<file path="src/rtl/mmio_uart_pkg.sv">
// Shared types and constants for the memory-mapped UART transmitter.
// The PARITY state only exists when UART_TX_PARITY_EN is defined.
package mmio_uart_pkg;

`ifdef UART_TX_PARITY_EN
   typedef enum logic [2:0] {
      IDLE   = 3'd0,
      START  = 3'd1,
      DATA   = 3'd2,
      PARITY = 3'd3,
      STOP   = 3'd4
   } state_t;
`else
   typedef enum logic [2:0] {
      IDLE   = 3'd0,
      START  = 3'd1,
      DATA   = 3'd2,
      STOP   = 3'd4
   } state_t;
`endif

   localparam logic [3:0] DATA_OFS = 4'd0;
   localparam logic [3:0] STAT_OFS = 4'd4;
   localparam logic [3:0] DIV_OFS  = 4'd8;

   localparam int STAT_BUSY  = 0;
   localparam int STAT_FULL  = 1;
   localparam int STAT_EMPTY = 2;
   localparam int STAT_OVF   = 3;
   localparam int STAT_CNT   = 8;

endpackage

</file>
<file path="src/rtl/mmio_uart_tx_if.sv">
// Core data-bus connection between the single-cycle core (master) and the
// UART peripheral (slave); reads are combinational.
interface mmio_uart_tx_if #(
   parameter int DATA_WIDTH = 32
);
   logic [DATA_WIDTH-1:0] Address;
   logic [DATA_WIDTH-1:0] WriteData;
   logic                  MemWrite;
   logic [DATA_WIDTH-1:0] ReadData;
   logic                  Hit;

   modport master (output Address, output WriteData, output MemWrite,
                   input ReadData, input Hit);
   modport slave  (input Address, input WriteData, input MemWrite,
                   output ReadData, output Hit);
endinterface

</file>
<file path="src/rtl/mmio_uart_tx_fifo.sv">
// Circular transmit FIFO; full/empty come from the registered count and a
// push while full is ignored even if a pop happens in the same cycle.
module tx_fifo #(
   parameter int DEPTH = 8,
   parameter int WIDTH = 8,
   localparam int PTR_W = $clog2(DEPTH),
   localparam int CNT_W = PTR_W + 1
) (
   input  logic             clk,
   input  logic             reset,
   input  logic             push,
   input  logic [WIDTH-1:0] push_data,
   input  logic             pop,
   output logic [WIDTH-1:0] head,
   output logic             full,
   output logic             empty,
   output logic [CNT_W-1:0] count
);
   logic [WIDTH-1:0] mem [DEPTH];
   logic [PTR_W-1:0] wr_ptr_reg, rd_ptr_reg;
   logic [CNT_W-1:0] count_reg;
   logic             do_push, do_pop;

   assign full    = (count_reg == CNT_W'(DEPTH));
   assign empty   = (count_reg == '0);
   assign count   = count_reg;
   assign do_push = push && !full;
   assign do_pop  = pop && !empty;
   assign head    = mem[rd_ptr_reg];

   always_ff @(posedge clk or posedge reset) begin
      if (reset) begin
         wr_ptr_reg <= '0;
         rd_ptr_reg <= '0;
         count_reg  <= '0;
      end else begin
         if (do_push) wr_ptr_reg <= wr_ptr_reg + PTR_W'(1);
         if (do_pop)  rd_ptr_reg <= rd_ptr_reg + PTR_W'(1);
         case ({do_push, do_pop})
            2'b10:   count_reg <= count_reg + CNT_W'(1);
            2'b01:   count_reg <= count_reg - CNT_W'(1);
            default: count_reg <= count_reg;
         endcase
      end
   end

   // Storage carries no reset so it can map onto distributed RAM.
   always_ff @(posedge clk) begin
      if (do_push) mem[wr_ptr_reg] <= push_data;
   end
endmodule

</file>
<file path="src/rtl/mmio_uart_tx.sv">
// Memory-mapped 8N1 UART transmitter with a DATA/STATUS/DIV register window.
// Defining UART_TX_PARITY_EN adds an even-parity bit after the data bits.
module mmio_uart_tx
   import mmio_uart_pkg::*;
#(
   parameter int                    DATA_WIDTH = 32,
   parameter logic [DATA_WIDTH-1:0] BASE_ADDR  = 32'h1001_0000,
   parameter int                    FIFO_DEPTH = 8,
   parameter logic [15:0]           DIV_RST    = 16'd16
) (
   input  logic                 clk,
   input  logic                 reset,
   mmio_uart_tx_if.slave        bus,
   output logic                 tx
);
   localparam int CNT_W = $clog2(FIFO_DEPTH) + 1;

   logic [DATA_WIDTH-1:0] ofs;
   logic [3:0]            reg_sel;
   logic                  hit, wr_en, push, pop;
   logic [7:0]            fifo_head;
   logic                  fifo_full, fifo_empty;
   logic [CNT_W-1:0]      fifo_count;
   logic                  ovf_reg;
   logic [15:0]           div_reg;
   logic [DATA_WIDTH-1:0] status, rdata;
   logic                  unused_wdata;

   state_t      state_reg, state_next;
   logic [15:0] cnt_reg, cnt_next, fdiv_reg, fdiv_next;
   logic [2:0]  idx_reg, idx_next;
   logic [7:0]  shift_reg, shift_next;
   logic        load_frame;
`ifdef UART_TX_PARITY_EN
   logic        par_reg, par_next;
`endif

   // Unsigned offset: anything below BASE wraps to a huge value and misses.
   assign ofs          = bus.Address - BASE_ADDR;
   assign hit          = (ofs < DATA_WIDTH'(12));
   assign reg_sel      = {ofs[3:2], 2'b00};
   assign wr_en        = bus.MemWrite && hit;
   assign push         = wr_en && (reg_sel == DATA_OFS);
   assign unused_wdata = &{1'b0, bus.WriteData[DATA_WIDTH-1:16]};

   tx_fifo #(.DEPTH(FIFO_DEPTH), .WIDTH(8)) u_fifo (
      .clk       (clk),
      .reset     (reset),
      .push      (push),
      .push_data (bus.WriteData[7:0]),
      .pop       (pop),
      .head      (fifo_head),
      .full      (fifo_full),
      .empty     (fifo_empty),
      .count     (fifo_count)
   );

   always_comb begin
      status                     = '0;
      status[STAT_BUSY]          = (state_reg != IDLE);
      status[STAT_FULL]          = fifo_full;
      status[STAT_EMPTY]         = fifo_empty;
      status[STAT_OVF]           = ovf_reg;
      status[STAT_CNT +: CNT_W]  = fifo_count;
      rdata = '0;
      if (hit) begin
         case (reg_sel)
            STAT_OFS: rdata = status;
            DIV_OFS:  rdata = {{(DATA_WIDTH-16){1'b0}}, div_reg};
            default:  rdata = '0;
         endcase
      end
   end

   assign bus.ReadData = rdata;
   assign bus.Hit      = hit;

   always_ff @(posedge clk or posedge reset) begin
      if (reset) begin
         ovf_reg <= 1'b0;
         div_reg <= DIV_RST;
      end else begin
         if (push && fifo_full)
            ovf_reg <= 1'b1;
         else if (wr_en && (reg_sel == STAT_OFS) && bus.WriteData[3])
            ovf_reg <= 1'b0;
         if (wr_en && (reg_sel == DIV_OFS))
            div_reg <= (bus.WriteData[15:0] == 16'd0) ? 16'd1 : bus.WriteData[15:0];
      end
   end

   always_ff @(posedge clk or posedge reset) begin
      if (reset) begin
         state_reg <= IDLE;
         cnt_reg   <= '0;
         fdiv_reg  <= '0;
         idx_reg   <= '0;
         shift_reg <= '0;
`ifdef UART_TX_PARITY_EN
         par_reg   <= 1'b0;
`endif
      end else begin
         state_reg <= state_next;
         cnt_reg   <= cnt_next;
         fdiv_reg  <= fdiv_next;
         idx_reg   <= idx_next;
         shift_reg <= shift_next;
`ifdef UART_TX_PARITY_EN
         par_reg   <= par_next;
`endif
      end
   end

   always_comb begin
      state_next = state_reg;
      cnt_next   = cnt_reg;
      fdiv_next  = fdiv_reg;
      idx_next   = idx_reg;
      shift_next = shift_reg;
`ifdef UART_TX_PARITY_EN
      par_next   = par_reg;
`endif
      load_frame = 1'b0;
      pop        = 1'b0;
      case (state_reg)
         IDLE: load_frame = !fifo_empty;
         START: begin
            if (cnt_reg == 16'd0) begin
               cnt_next   = fdiv_reg - 16'd1;
               state_next = DATA;
            end else cnt_next = cnt_reg - 16'd1;
         end
         DATA: begin
            if (cnt_reg == 16'd0) begin
               cnt_next = fdiv_reg - 16'd1;
               if (idx_reg == 3'd7) begin
`ifdef UART_TX_PARITY_EN
                  state_next = PARITY;
`else
                  state_next = STOP;
`endif
               end else begin
                  shift_next = shift_reg >> 1;
                  idx_next   = idx_reg + 3'd1;
               end
            end else cnt_next = cnt_reg - 16'd1;
         end
`ifdef UART_TX_PARITY_EN
         PARITY: begin
            if (cnt_reg == 16'd0) begin
               cnt_next   = fdiv_reg - 16'd1;
               state_next = STOP;
            end else cnt_next = cnt_reg - 16'd1;
         end
`endif
         STOP: begin
            if (cnt_reg == 16'd0) begin
               state_next = IDLE;
               load_frame = !fifo_empty;
            end else cnt_next = cnt_reg - 16'd1;
         end
         default: state_next = IDLE;
      endcase
      // Frame divisor is latched here so DIV writes only affect later frames.
      if (load_frame) begin
         pop        = 1'b1;
         shift_next = fifo_head;
         fdiv_next  = div_reg;
         cnt_next   = div_reg - 16'd1;
         idx_next   = 3'd0;
         state_next = START;
`ifdef UART_TX_PARITY_EN
         par_next   = ^fifo_head;
`endif
      end
   end

   always_comb begin
      tx = 1'b1;
      case (state_reg)
         START:   tx = 1'b0;
         DATA:    tx = shift_reg[0];
`ifdef UART_TX_PARITY_EN
         PARITY:  tx = par_reg;
`endif
         default: tx = 1'b1;
      endcase
   end
endmodule

</file>
<file path="src/flat_wrapper.sv">
// flat-port wrapper written by rule: the top's interface ports become plain ports
module mmio_uart_tx_flat import mmio_uart_pkg::*;
#(
   parameter int                    DATA_WIDTH = 32,
   parameter logic [DATA_WIDTH-1:0] BASE_ADDR  = 32'h1001_0000,
   parameter int                    FIFO_DEPTH = 8,
   parameter logic [15:0]           DIV_RST    = 16'd16
)
  (clk, reset, tx, bus_Address, bus_WriteData, bus_MemWrite, bus_ReadData, bus_Hit);
  mmio_uart_tx_if #(.DATA_WIDTH(DATA_WIDTH)) bus_i ();
  input  logic clk;
  input  logic reset;
  output logic tx;
  input wire logic [$bits(bus_i.Address)-1:0] bus_Address;
  input wire logic [$bits(bus_i.WriteData)-1:0] bus_WriteData;
  input wire logic [$bits(bus_i.MemWrite)-1:0] bus_MemWrite;
  output wire logic [$bits(bus_i.ReadData)-1:0] bus_ReadData;
  output wire logic [$bits(bus_i.Hit)-1:0] bus_Hit;
  assign bus_i.Address = bus_Address;
  assign bus_i.WriteData = bus_WriteData;
  assign bus_i.MemWrite = bus_MemWrite;
  assign bus_ReadData = bus_i.ReadData;
  assign bus_Hit = bus_i.Hit;
  mmio_uart_tx #(.DATA_WIDTH(DATA_WIDTH), .BASE_ADDR(BASE_ADDR), .FIFO_DEPTH(FIFO_DEPTH), .DIV_RST(DIV_RST)) u_core (.clk(clk), .reset(reset), .bus(bus_i), .tx(tx));
endmodule
</file>
<file path="config.mk">
export PLATFORM = sky130hd
export DESIGN_NAME = mmio_uart_tx_flat
export DESIGN_NICKNAME = d
export VERILOG_FILES = /design/src/rtl/mmio_uart_pkg.sv /design/src/rtl/mmio_uart_tx_if.sv /design/src/rtl/mmio_uart_tx_fifo.sv /design/src/rtl/mmio_uart_tx.sv /design/src/flat_wrapper.sv
export SDC_FILE = /design/constraint.sdc
export NUM_CORES = 1
export LEC_CHECK = 0
export BUFFER_PORTS_ARGS = -buffer_cell sky130_fd_sc_hd__buf_4
export CAP_MARGIN = 10
export CORE_MARGIN = 2
export CORE_UTILIZATION = 61
export CTS_CLUSTER_SIZE = 16
export DETAILED_ROUTE_END_ITERATION = 7
export PLACE_DENSITY_LB_ADDON = 0.25
export SYNTH_ARGS = -nofsm -noshare
export SYNTH_HDL_FRONTEND = slang
export SYNTH_SLANG_ARGS = --single-unit
</file>
<file path="constraint.sdc">
create_clock -name clk -period 8.7 [get_ports clk]
set_input_delay 2.61 -clock clk [delete_from_list [all_inputs] [get_ports clk]]
set_output_delay 2.61 -clock clk [all_outputs]
set_load 0.01 [all_outputs]
</file>
==> results.toml, run 1 <==
[status]
status = "finished, final reports clean"

[timing]
post-route-min-period_ns = 7.209
maxSlewViolCount = 0
tightest_slew_ns = 1.149
setup_viol_count_final = 0
fin_tns_setup_ns = 0
grt_setup_unrepaired = "false"
post-route-period-util = 0.8286
maxSlewHeadroom = 0.2276
max_freq_mhz = 138.7
finalHoldViolCount = 0
skew_ns = 0.006984

[cells_and_area]
layout.cells.non_filler = 829
drive_gt1_frac = 0.2157
area_delta_synth_final_pct = 15.81
mostFrequentLayoutCell = "nand2_1"
final_cell_mix = "nand2_1, dfrtp_1, buf_4"
n_antenna_cell = 0
post-route-util = 0.7182
largest_reg_flops = 64
n_fill_cell = 768
nNetsFinal = 754
multi_input_area_mm2 = 0.003038
register_area_mm2 = 0.003750
regMostFlops = "u_core.u_fifo.mem"

[clock_tree]
htree_num_levels = 4
cts_buffers = 17
clockBufferDepth = 2
post_cts_buffers = 0
cts_tree = "done"
postCtsHoldBufs = 0
ctsRootBufferMaster = "clkbuf_16"
clk_latency_ns = 0.43
clkSlewWorstSetupHoldPaths_ns = 0.06
cts.sinks = 137
cts_resized = 0

[route]
drt_iter0_drc = 384
first_pass_iters = 7
post_drt_wl_per_cell_um = 19.09
wirelength_um = 15830
drc = 0
viasPerCell = 6.175
ant_nets = 0
vias = 5119

[worst_setup_path]
worst_setup_path_end_kind = "output pin"
path_common_cell = "buf_4"
worstPathRequired_ns = 6.09
cp_data_arrival_time_ns = 4.60
r2r_slack_ns = 4.89
crit_start = "bus_Address[2]"
ff2ff_path_depth = 11
path_depth = 8
critical_path_buf_inv_count = 2
r2r_end = "u_core.u_fifo.count[2]"
critical_path.max_stage_delay_ns = 0.56
critPathMaxFanout = 8
cp_slowest_cell = "a211oi_1"
crit_end = "bus_ReadData[11]"
start_kind = "input pin"
r2r-start = "u_core.u_fifo.count[1]"
crit_type = "input pin to output pin"
path_cells = "buf_4 > ha_1 > nor4_1 > nand4_1 > a211oi_1 > nand2_1 > nor2_1 > buf_4"
critical-path-top-delay-family = "simple AND/OR/NAND/NOR gates"

[logic_synthesis]
netlist_area_mm2 = 0.007020
synth_edf_count = 64
synth_top_area_share = 0.2737
ys_types = 61
syn_area_per_cell_um2 = 11.43
synth_flop_cell = "dfrtp_1"
ys.warnings.count = 0
synthCells = 614
synth_area_leader_cell = "edfxtp_1"
synthArstFlopShare = 0.5328
ys_ff_latch = 137
seq_area_frac_synth = 0.5341
yosys-top-cells-area = "edfxtp_1, dfrtp_1, mux4_2"

[floorplanning]
die_y_um = 111.3
num_io_pins = 101
fp-row-count = 39
core_mm2 = 0.01132
initial_core_util = 0.6201
die_x_um = 111.3
dieArea_mm2 = 0.01238

[global_routing]
grt_pass1_vias = 5087
grt_first_pass_wirelength_um = 25880
grt.total_usage = 0.2695
grt.overflow.total = 0
antenna_found_initial = 0
grt_max_degree = 74

[place]
portBuffers = 66
globalplace.congestion = 0.8823
hpwl_um = 10920
placed_cells = 797

[worst_hold_path]
hp-class = "register to register"

[pwr]
powerDensity_mw_per_mm2 = 177.0
ir_worst_vdd_uv = 162.2
leakage_uw = 0.003451

[job]
drv_cap = 0
[worst min path at each step]
stage                                           start                           to  slack [ns]  cells past startpoint
after floorplan           u_core.u_fifo.wr_ptr_reg[2]  u_core.u_fifo.wr_ptr_reg[2]        0.46                      1
after detailed placement          u_core.fdiv_reg[15]          u_core.fdiv_reg[15]        0.49                      2
after CTS                         u_core.fdiv_reg[15]          u_core.fdiv_reg[15]        0.51                      2
after global routing              u_core.shift_reg[6]          u_core.shift_reg[5]        0.54                      1
final                             u_core.fdiv_reg[15]          u_core.fdiv_reg[15]        0.51                      2
after global placement    u_core.u_fifo.wr_ptr_reg[2]  u_core.u_fifo.wr_ptr_reg[2]        0.47                      1
[power by group]
group | switching, µW | internal [µW] | leakage, µW
clock | 309 | 381 | 0.000279
sequential | 7.61 | 689 | 0.00159
combinational | 26.6 | 24.9 | 0.00159
total | 343 | 1100 | 0.00345
[worst register-to-register path: stages, from the launching register on]
cell	delay, ns
dfrtp_1	0.47
nor4_1	0.90
a2111o_1	0.21
buf_4	0.41
clkinv_4	0.37
ha_1	0.39
xor2_1	0.17
ha_1	0.19
a21oi_1	0.19
xor2_1	0.18
nor2_1	0.07
xor2_1	0.14
[cells in the mapped netlist (2+ instances only)]
| master | number |
|---|---|
| mux2i_1 | 13 |
| mux2_2 | 18 |
| a22oi_1 | 10 |
| a21o_1 | 2 |
| and2_1 | 10 |
| ha_1 | 14 |
| a32oi_1 | 2 |
| and3_1 | 2 |
| xnor2_1 | 23 |
| nand2_1 | 80 |
| o41ai_1 | 2 |
| xor2_1 | 17 |
| mux4_2 | 16 |
| inv_1 | 12 |
| or4_1 | 7 |
| nand3_1 | 8 |
| clkbuf_1 | 20 |
| a21oi_1 | 17 |
| nor3_1 | 14 |
| buf_4 | 16 |
| nor4_1 | 20 |
| nand4_1 | 3 |
| o21ai_0 | 12 |
| a221o_1 | 7 |
| a211oi_1 | 9 |
| nor2b_1 | 3 |
| a31oi_1 | 2 |
| nand3b_1 | 6 |
| dfrtp_1 | 72 |
| nand2b_1 | 9 |
| buf_2 | 7 |
| buf_1 | 3 |
| o22ai_1 | 3 |
| o31ai_1 | 5 |
| edfxtp_1 | 64 |
| and4_1 | 2 |
| nor4b_1 | 4 |
| nor2_1 | 57 |
[logic make-up after synthesis]
group	after synthesis	synth area share
compound gates	83	0.08394
xor+xnor	40	0.04990
fa+ha+maj	14	0.02495
buf+inv	59	0.04206
flops	137	0.5341
mux	47	0.09873
other cells	1	0.0005342
simple gates	233	0.1657
[per-stage QoR]
| stage | area, µm² | hold WS [ns] | total power, µW | setup slack [ns] |
|---|---|---|---|---|
| finish | 8130 | 0.5087 | 1439 | 1.491 |
| CTS | 8130 | 0.5058 | 1448 | 1.473 |
| floorplan | 7077 | 0.4574 | 735.1 | 1.896 |
| global placement | 7553 | 0.4720 | 758.4 | 1.600 |
| global route | 8130 | 0.5366 | 1481 | 1.279 |
| detailed placement | 7553 | 0.4907 | 761.9 | 1.491 |
[layout make-up]
type | instances | area share
clock buffers | 17 | 0.05232
clock inverters | 15 | 0.01862
inverters | 13 | 0.006617
multi-input cells | 433 | 0.3737
flip-flops and latches | 137 | 0.4612
well taps | 143 | 0.02201
repair buffers | 71 | 0.06556
[routing by layer]
metal	track usage	wire, µm	vias up
met2	0.4028	7607	218
met5	0	0	-
met4	0.1235	374	0
met1	0.3792	6875	2525
met3	0.06233	969	31
li1	-	-	2345
No activity file was read; power rests on OpenSTA's default activity.
==> inputs of run 2 (changes only) <==
--- a/config.mk
+++ b/config.mk
@@ -8,7 +8,7 @@
 export BUFFER_PORTS_ARGS = -buffer_cell sky130_fd_sc_hd__buf_4
 export CAP_MARGIN = 10
 export CORE_MARGIN = 2
-export CORE_UTILIZATION = 61
+export CORE_UTILIZATION = 52
 export CTS_CLUSTER_SIZE = 16
 export DETAILED_ROUTE_END_ITERATION = 7
 export PLACE_DENSITY_LB_ADDON = 0.25
==> constraint.sdc (replaced) <==
create_clock -name clk -period 6.4 [get_ports clk]
set_input_delay 1.92 -clock clk [delete_from_list [all_inputs] [get_ports clk]]
set_output_delay 1.92 -clock clk [all_outputs]
set_load 0.01 [all_outputs]
==> run 2 against run 1 <==
Compared with the run above: critical path depth up 1; non-clock buffer count rose by 3; sequential share of layout area shrank 0.48 points; total power increased by 39%; global-route usage shrank 4.3 points; critical endpoint is now bus_ReadData[0]; register-to-register slack worse by 2.0 ns; sequential cell count unchanged; critical path type unchanged; die area grew 17%; via count down 2.3%; core utilization fell by 9.5 points; cell area is 1.1% higher; largest power group is now the clock network; worst hold slack lost 0.018 ns.
==> results.toml, run 2 (same netlist as run 1, synthesis figures left out) <==
[cells_and_area]
largest_reg_flops = 64
regMostFlops = "u_core.u_fifo.mem"
multi_input_area_mm2 = 0.003038
post-route-util = 0.6229
finalInstanceArea_mm2 = 0.008217
register_area_mm2 = 0.003750
final_cell_mix = "nand2_1, buf_4, dfrtp_1"
mostFrequentLayoutCell = "nand2_1"
drive_gt1_frac = 0.2163
n_fill_cell = 1036
nNetsFinal = 757
area_delta_synth_final_pct = 17.04
n_antenna_cell = 0

[place]
placed_area_mm2 = 0.007617
globalplace.congestion = 0.8230
hpwl_um = 10500
portBuffers = 66

[clock_tree]
clk_latency_ns = 0.42
cts_buffers = 17
clockBufferDepth = 2
cts.sinks = 137
cts_tree = "done"
cts_resized = 0
postCtsHoldBufs = 0
htree_num_levels = 4
post_cts_buffers = 0
clkSlewWorstSetupHoldPaths_ns = 0.06
ctsRootBufferMaster = "clkbuf_16"

[pwr]
p_sw_uw = 419.8
clockPowerShare = 0.492
finalPower_uw = 2004
switching_share = 0.2095
ir_worst_vdd_uv = 231.8
leakage_uw = 0.003473
combPwrFrac = 0.035
p_int_uw = 1584
p_seq_frac = 0.473
powerDensity_mw_per_mm2 = 243.9

[worst_setup_path]
critPathMaxFanout = 8
start_kind = "input pin"
crit_type = "input pin to output pin"
worstPathRequired_ns = 4.48
cp_data_arrival_time_ns = 3.59
worst_setup_path_end_kind = "output pin"
ff2ff_path_depth = 13

[route]
first_pass_iters = 5
drc = 0
viasPerCell = 5.783
vias = 5002
post_drt_wl_per_cell_um = 17.57
ant_nets = 0
drt_iter0_drc = 364
wirelength_um = 15200

[timing]
finalHoldViolCount = 0
maxSlewViolCount = 0
setup_viol_count_final = 0
post-route-period-util = 0.8611
max_freq_mhz = 181.4
grt_setup_unrepaired = "false"
fin_worst_hold_slack_ns = 0.4904
post-route-min-period_ns = 5.511
skew_ns = 0.007982
tightest_slew_ns = 1.104
fin_tns_setup_ns = 0
maxSlewHeadroom = 0.2637

[floorplanning]
die_x_um = 120.2
die_y_um = 120.2
dieArea_mm2 = 0.01445
core_mm2 = 0.01319
initial_core_util = 0.5323
fp-row-count = 42
num_io_pins = 101

[global_routing]
antenna_found_initial = 0
grt_max_degree = 74
grt_pass1_vias = 4817
grt.overflow.total = 0
grt_first_pass_wirelength_um = 24900
grt.total_usage = 0.2267

[worst_hold_path]
hold_path_depth = 1
hp-class = "register to register"

[status]
status = "finished, final reports clean"

[job]
drv_cap = 0
==> run 2: area by class of cell <==
type | count | share of cell area
clock buffers | 18 | 0.05223
clock inverters | 14 | 0.02071
inverters | 13 | 0.006548
multi-input cells | 433 | 0.3697
flip-flops and latches | 137 | 0.4564
well taps | 176 | 0.02680
repair buffers | 74 | 0.06761
==> run 2: path summary, 6_finish.rpt <==
check                                       startpoint                          end  slack [ns]
max                                     bus_Address[2]              bus_ReadData[0]        0.89
min reg2reg                u_core.u_fifo.wr_ptr_reg[2]  u_core.u_fifo.wr_ptr_reg[2]        0.49
max in group asynchronous                        reset          u_core.state_reg[1]        3.99
min in group asynchronous                        reset       u_core.u_fifo.count[1]        1.77
min                        u_core.u_fifo.wr_ptr_reg[2]  u_core.u_fifo.wr_ptr_reg[2]        0.49
max reg2reg                          u_core.cnt_reg[0]       u_core.u_fifo.count[3]        2.89
==> run 2: routing by layer <==
layer	up-vias	wire, µm	GRT usage
li1	2347	-	-
met5	-	0	0
met4	0	232	0.07721
met3	21	1015	0.06462
met1	2463	6785	0.3171
met2	171	7168	0.3423
==> run 2: worst max-delay path: stages <==
cell and delay, ns:
buf_4 0.12, ha_1 0.19, nor4_1 0.24, nand4_1 0.19
a211oi_1 0.27, buf_4 0.17, nand2_1 0.16, a21oi_1 0.18
buf_4 0.14
==> run 2: through the flow <==
| stage | cells | worst slack (ns) |
|---|---|---|
| after floorplan | 629 | 0.9761 |
| after global routing | 865 | 0.6388 |
| after CTS | 865 | 0.8458 |
| after detailed placement | 833 | 0.8559 |
| final | 865 | 0.8887 |
| after global placement | 833 | 0.9017 |
==> run 2: power groups by stage <==
| stage | logic (µW) | registers [µW] | clock network (µW) |
|---|---|---|---|
| finish | 69.9 | 947 | 987 |
| global route | 79.5 | 949 | 1040 |
| CTS | 71.3 | 948 | 1000 |
| detailed placement | 71.2 | 963 | 0 |
| global placement | 68.1 | 963 | 0 |
| floorplan | 39.2 | 960 | 0 |
==> inputs of run 3 (changes only) <==
--- a/config.mk
+++ b/config.mk
@@ -5,10 +5,10 @@
 export SDC_FILE = /design/constraint.sdc
 export NUM_CORES = 1
 export LEC_CHECK = 0
+export ABC_AREA = 1
 export BUFFER_PORTS_ARGS = -buffer_cell sky130_fd_sc_hd__buf_4
-export CAP_MARGIN = 10
-export CORE_MARGIN = 2
-export CORE_UTILIZATION = 52
+export CAP_MARGIN = 20
+export CORE_UTILIZATION = 53
 export CTS_CLUSTER_SIZE = 16
 export DETAILED_ROUTE_END_ITERATION = 7
 export PLACE_DENSITY_LB_ADDON = 0.25
==> run 3 against run 2 <==
Compared with the run above: die area rose by 2.6%; fmax fell by 2.9%; sequential share of layout area fell by 2.7 points; cell area rose by 6.2%; total power rose by 19%; cell count rose by 35%; critical path depth rose by 5.
==> results.toml, run 3 <==
[route]
drc = 0
ant_nets = 0
post_drt_wl_per_cell_um = 14.48
wirelength_um = 16850
drt_iter0_drc = 480
viasPerCell = 5.308
vias = 6179
first_pass_iters = 6

[worst_hold_path]
min_to = "u_core.ovf_reg"
hp-class = "register to register"
min_from = "u_core.ovf_reg"
hold_path_depth = 2

[logic_synthesis]
seq_area_frac_synth = 0.4933
ys_types = 48
yosysMostFrequentCell = "nand2_1"
syn_area_per_cell_um2 = 8.380
netlist_area_mm2 = 0.007601
ys_ff_latch = 137
synthArstFlopShare = 0.5328
synth_common_cells = "nand2_1, nand3_1, inv_1"
synth_top_area_share = 0.2528
ys.warnings.count = 0
synth_area_leader_cell = "edfxtp_1"
synth_edf_count = 64
synthCells = 907
synth_flop_cell = "dfrtp_1"
yosys-top-cells-area = "edfxtp_1, dfrtp_1, nand2_1"

[timing]
post-route-period-util = 0.8867
max_freq_mhz = 176.2
fin_worst_hold_slack_ns = 0.4826
maxSlewViolCount = 0
fin_tns_setup_ns = 0
skew_ns = 0.009552
post-route-min-period_ns = 5.675
maxSlewHeadroom = 0.2921
tightest_slew_ns = 1.061
setup_viol_count_final = 0
grt_setup_unrepaired = "false"
finalHoldViolCount = 0

[worst_setup_path]
critical_path.max_stage_delay_ns = 0.24
critical-path-top-delay-family = "simple AND/OR/NAND/NOR gates"
worst_setup_path_end_kind = "output pin"
critical_path_buf_inv_count = 3
cp_data_arrival_time_ns = 3.75
crit_type = "input pin to output pin"
r2r-start = "u_core.cnt_reg[0]"
path_cells = "buf_4 > ha_1 > nor2_1 > nand2_1 > nor2_1 > nand2_1 > nor2_1 > nand3_1 > nor2_2 > nand3_4 > inv_1 > nand2_1 > a21oi_1 > buf_4"
r2r_end = "u_core.u_fifo.count[2]"
worstPathRequired_ns = 4.48
start_kind = "input pin"
r2r_slack_ns = 3.48
cp_slowest_cell = "a21oi_1"
critPathMaxFanout = 10
ff2ff_path_depth = 14

[global_routing]
grt_use_met1 = 0.3478
top_usage_layer = "met2"
antenna_found_initial = 1
grt_util_met3 = 0.04963
grt_pass1_vias = 5481
grt.total_usage = 0.2442
grt_first_pass_wirelength_um = 27580
grt_max_degree = 55
globalRouteMet2Util = 0.3764
grt.overflow.total = 0

[cells_and_area]
largest_reg_flops = 64
area_delta_synth_final_pct = 14.78
regMostFlops = "u_core.u_fifo.mem"
nNetsFinal = 1051
register_area_mm2 = 0.003750
n_fill_cell = 1190
layout.cells.non_filler = 1164
multi_input_area_mm2 = 0.003274
final_cell_mix = "nand2_1, nand3_1, inv_1"
mostFrequentLayoutCell = "nand2_1"
drive_gt1_frac = 0.1556

[place]
portBuffers = 66
hpwl_um = 11660
placed_cells = 1131
globalplace.congestion = 0.8729

[clock_tree]
post_cts_buffers = 0
htree_num_levels = 4
cts_buffers = 17
clk_latency_ns = 0.43
postCtsHoldBufs = 0
cts_tree = "done"
clkSlewWorstSetupHoldPaths_ns = 0.06
clockBufferDepth = 2
ctsRootBufferMaster = "clkbuf_16"
cts_resized = 0
cts.sinks = 137

[pwr]
ir_worst_vdd_uv = 212.1
leakage_uw = 0.003920
powerDensity_mw_per_mm2 = 273.8
finalPower_uw = 2389

[job]
drv_cap = 0

[floorplanning]
fp-row-count = 43
die_x_um = 121.8
die_y_um = 121.8
num_io_pins = 101
initial_core_util = 0.5455
core_mm2 = 0.01393
dieArea_mm2 = 0.01482

[status]
status = "finished, final reports clean"
-- run 3: cell count changes after synthesis, sizes merged, moves of 10 or more --
cell,delta
a22oi,-10
nand3,+91
mux2,-18
xor2,+12
inv,+89
nor4,-18
mux4,-16
a21oi,+11
xnor2,-19
o21ai,+34
nor2,+43
mux2i,-13
nand2,+165
-- run 3: cell type report --
type,count,area share
timing repair buffer,70,0.06023
tap,180,0.02581
inverter,103,0.04431
clock inverter,15,0.01549
sequential,137,0.4298
antenna,1,0.0002868
multi-input combinational,641,0.3753
clock buffer,17,0.04876
-- run 3: kinds of logic after synthesis --
kind of cell,after synthesis,synth area share
simple gates,479,0.2828
buf+inv,144,0.08329
flops,137,0.4933
compound gates,99,0.07901
xor+xnor,33,0.03802
fa+ha+maj,14,0.02305
other cells,1,0.0004934
-- run 3: where the power goes --
group | leakage, µW | total, µW | switching (µW) | internal, µW
sequential | 0.00153 | 980 | 20.3 | 960
clock | 0.000273 | 928 | 416 | 512
combinational | 0.00211 | 480 | 312 | 168
-- run 3: metrics by stage --
stage / cell area (µm²) / utilization / setup WS (ns)
2_1_floorplan: 7657 / - / 1.162
3_3_place_gp: 8162 / 0.5857 / 0.6845
3_5_place_dp: 8162 / 0.5857 / 0.6987
4_1_cts: 8722 / 0.6259 / 0.6890
5_1_grt: 8722 / 0.6259 / 0.4461
6_report: 8725 / 0.6261 / 0.7252
-- run 3: worst min-delay path, delay by kind of cell (launching register included) --
kind | cells | cell delay [ns]
flops | 1 | 0.34
simple gates | 2 | 0.11
-- run 3: worst max path at each step --
stage | startpoint | slack, ns | to | cells past startpoint
4_1_cts | bus_Address[2] | 0.69 | bus_ReadData[8] | 14
6_report | bus_Address[2] | 0.73 | bus_ReadData[3] | 14
2_1_floorplan | bus_Address[2] | 1.16 | bus_ReadData[10] | 12
3_3_place_gp | bus_Address[2] | 0.68 | bus_ReadData[3] | 14
3_5_place_dp | bus_Address[2] | 0.70 | bus_ReadData[8] | 14
5_1_grt | bus_Address[2] | 0.45 | bus_ReadData[3] | 14
-- run 3: routing by layer --
layer  vias up  wire length [µm]  share of wire
met5         -                 0              0
li1       3092                 -              -
met2       192              7822           0.46
met1      2867              7861           0.47
met4         0               235          0.014
met3        28               934          0.055
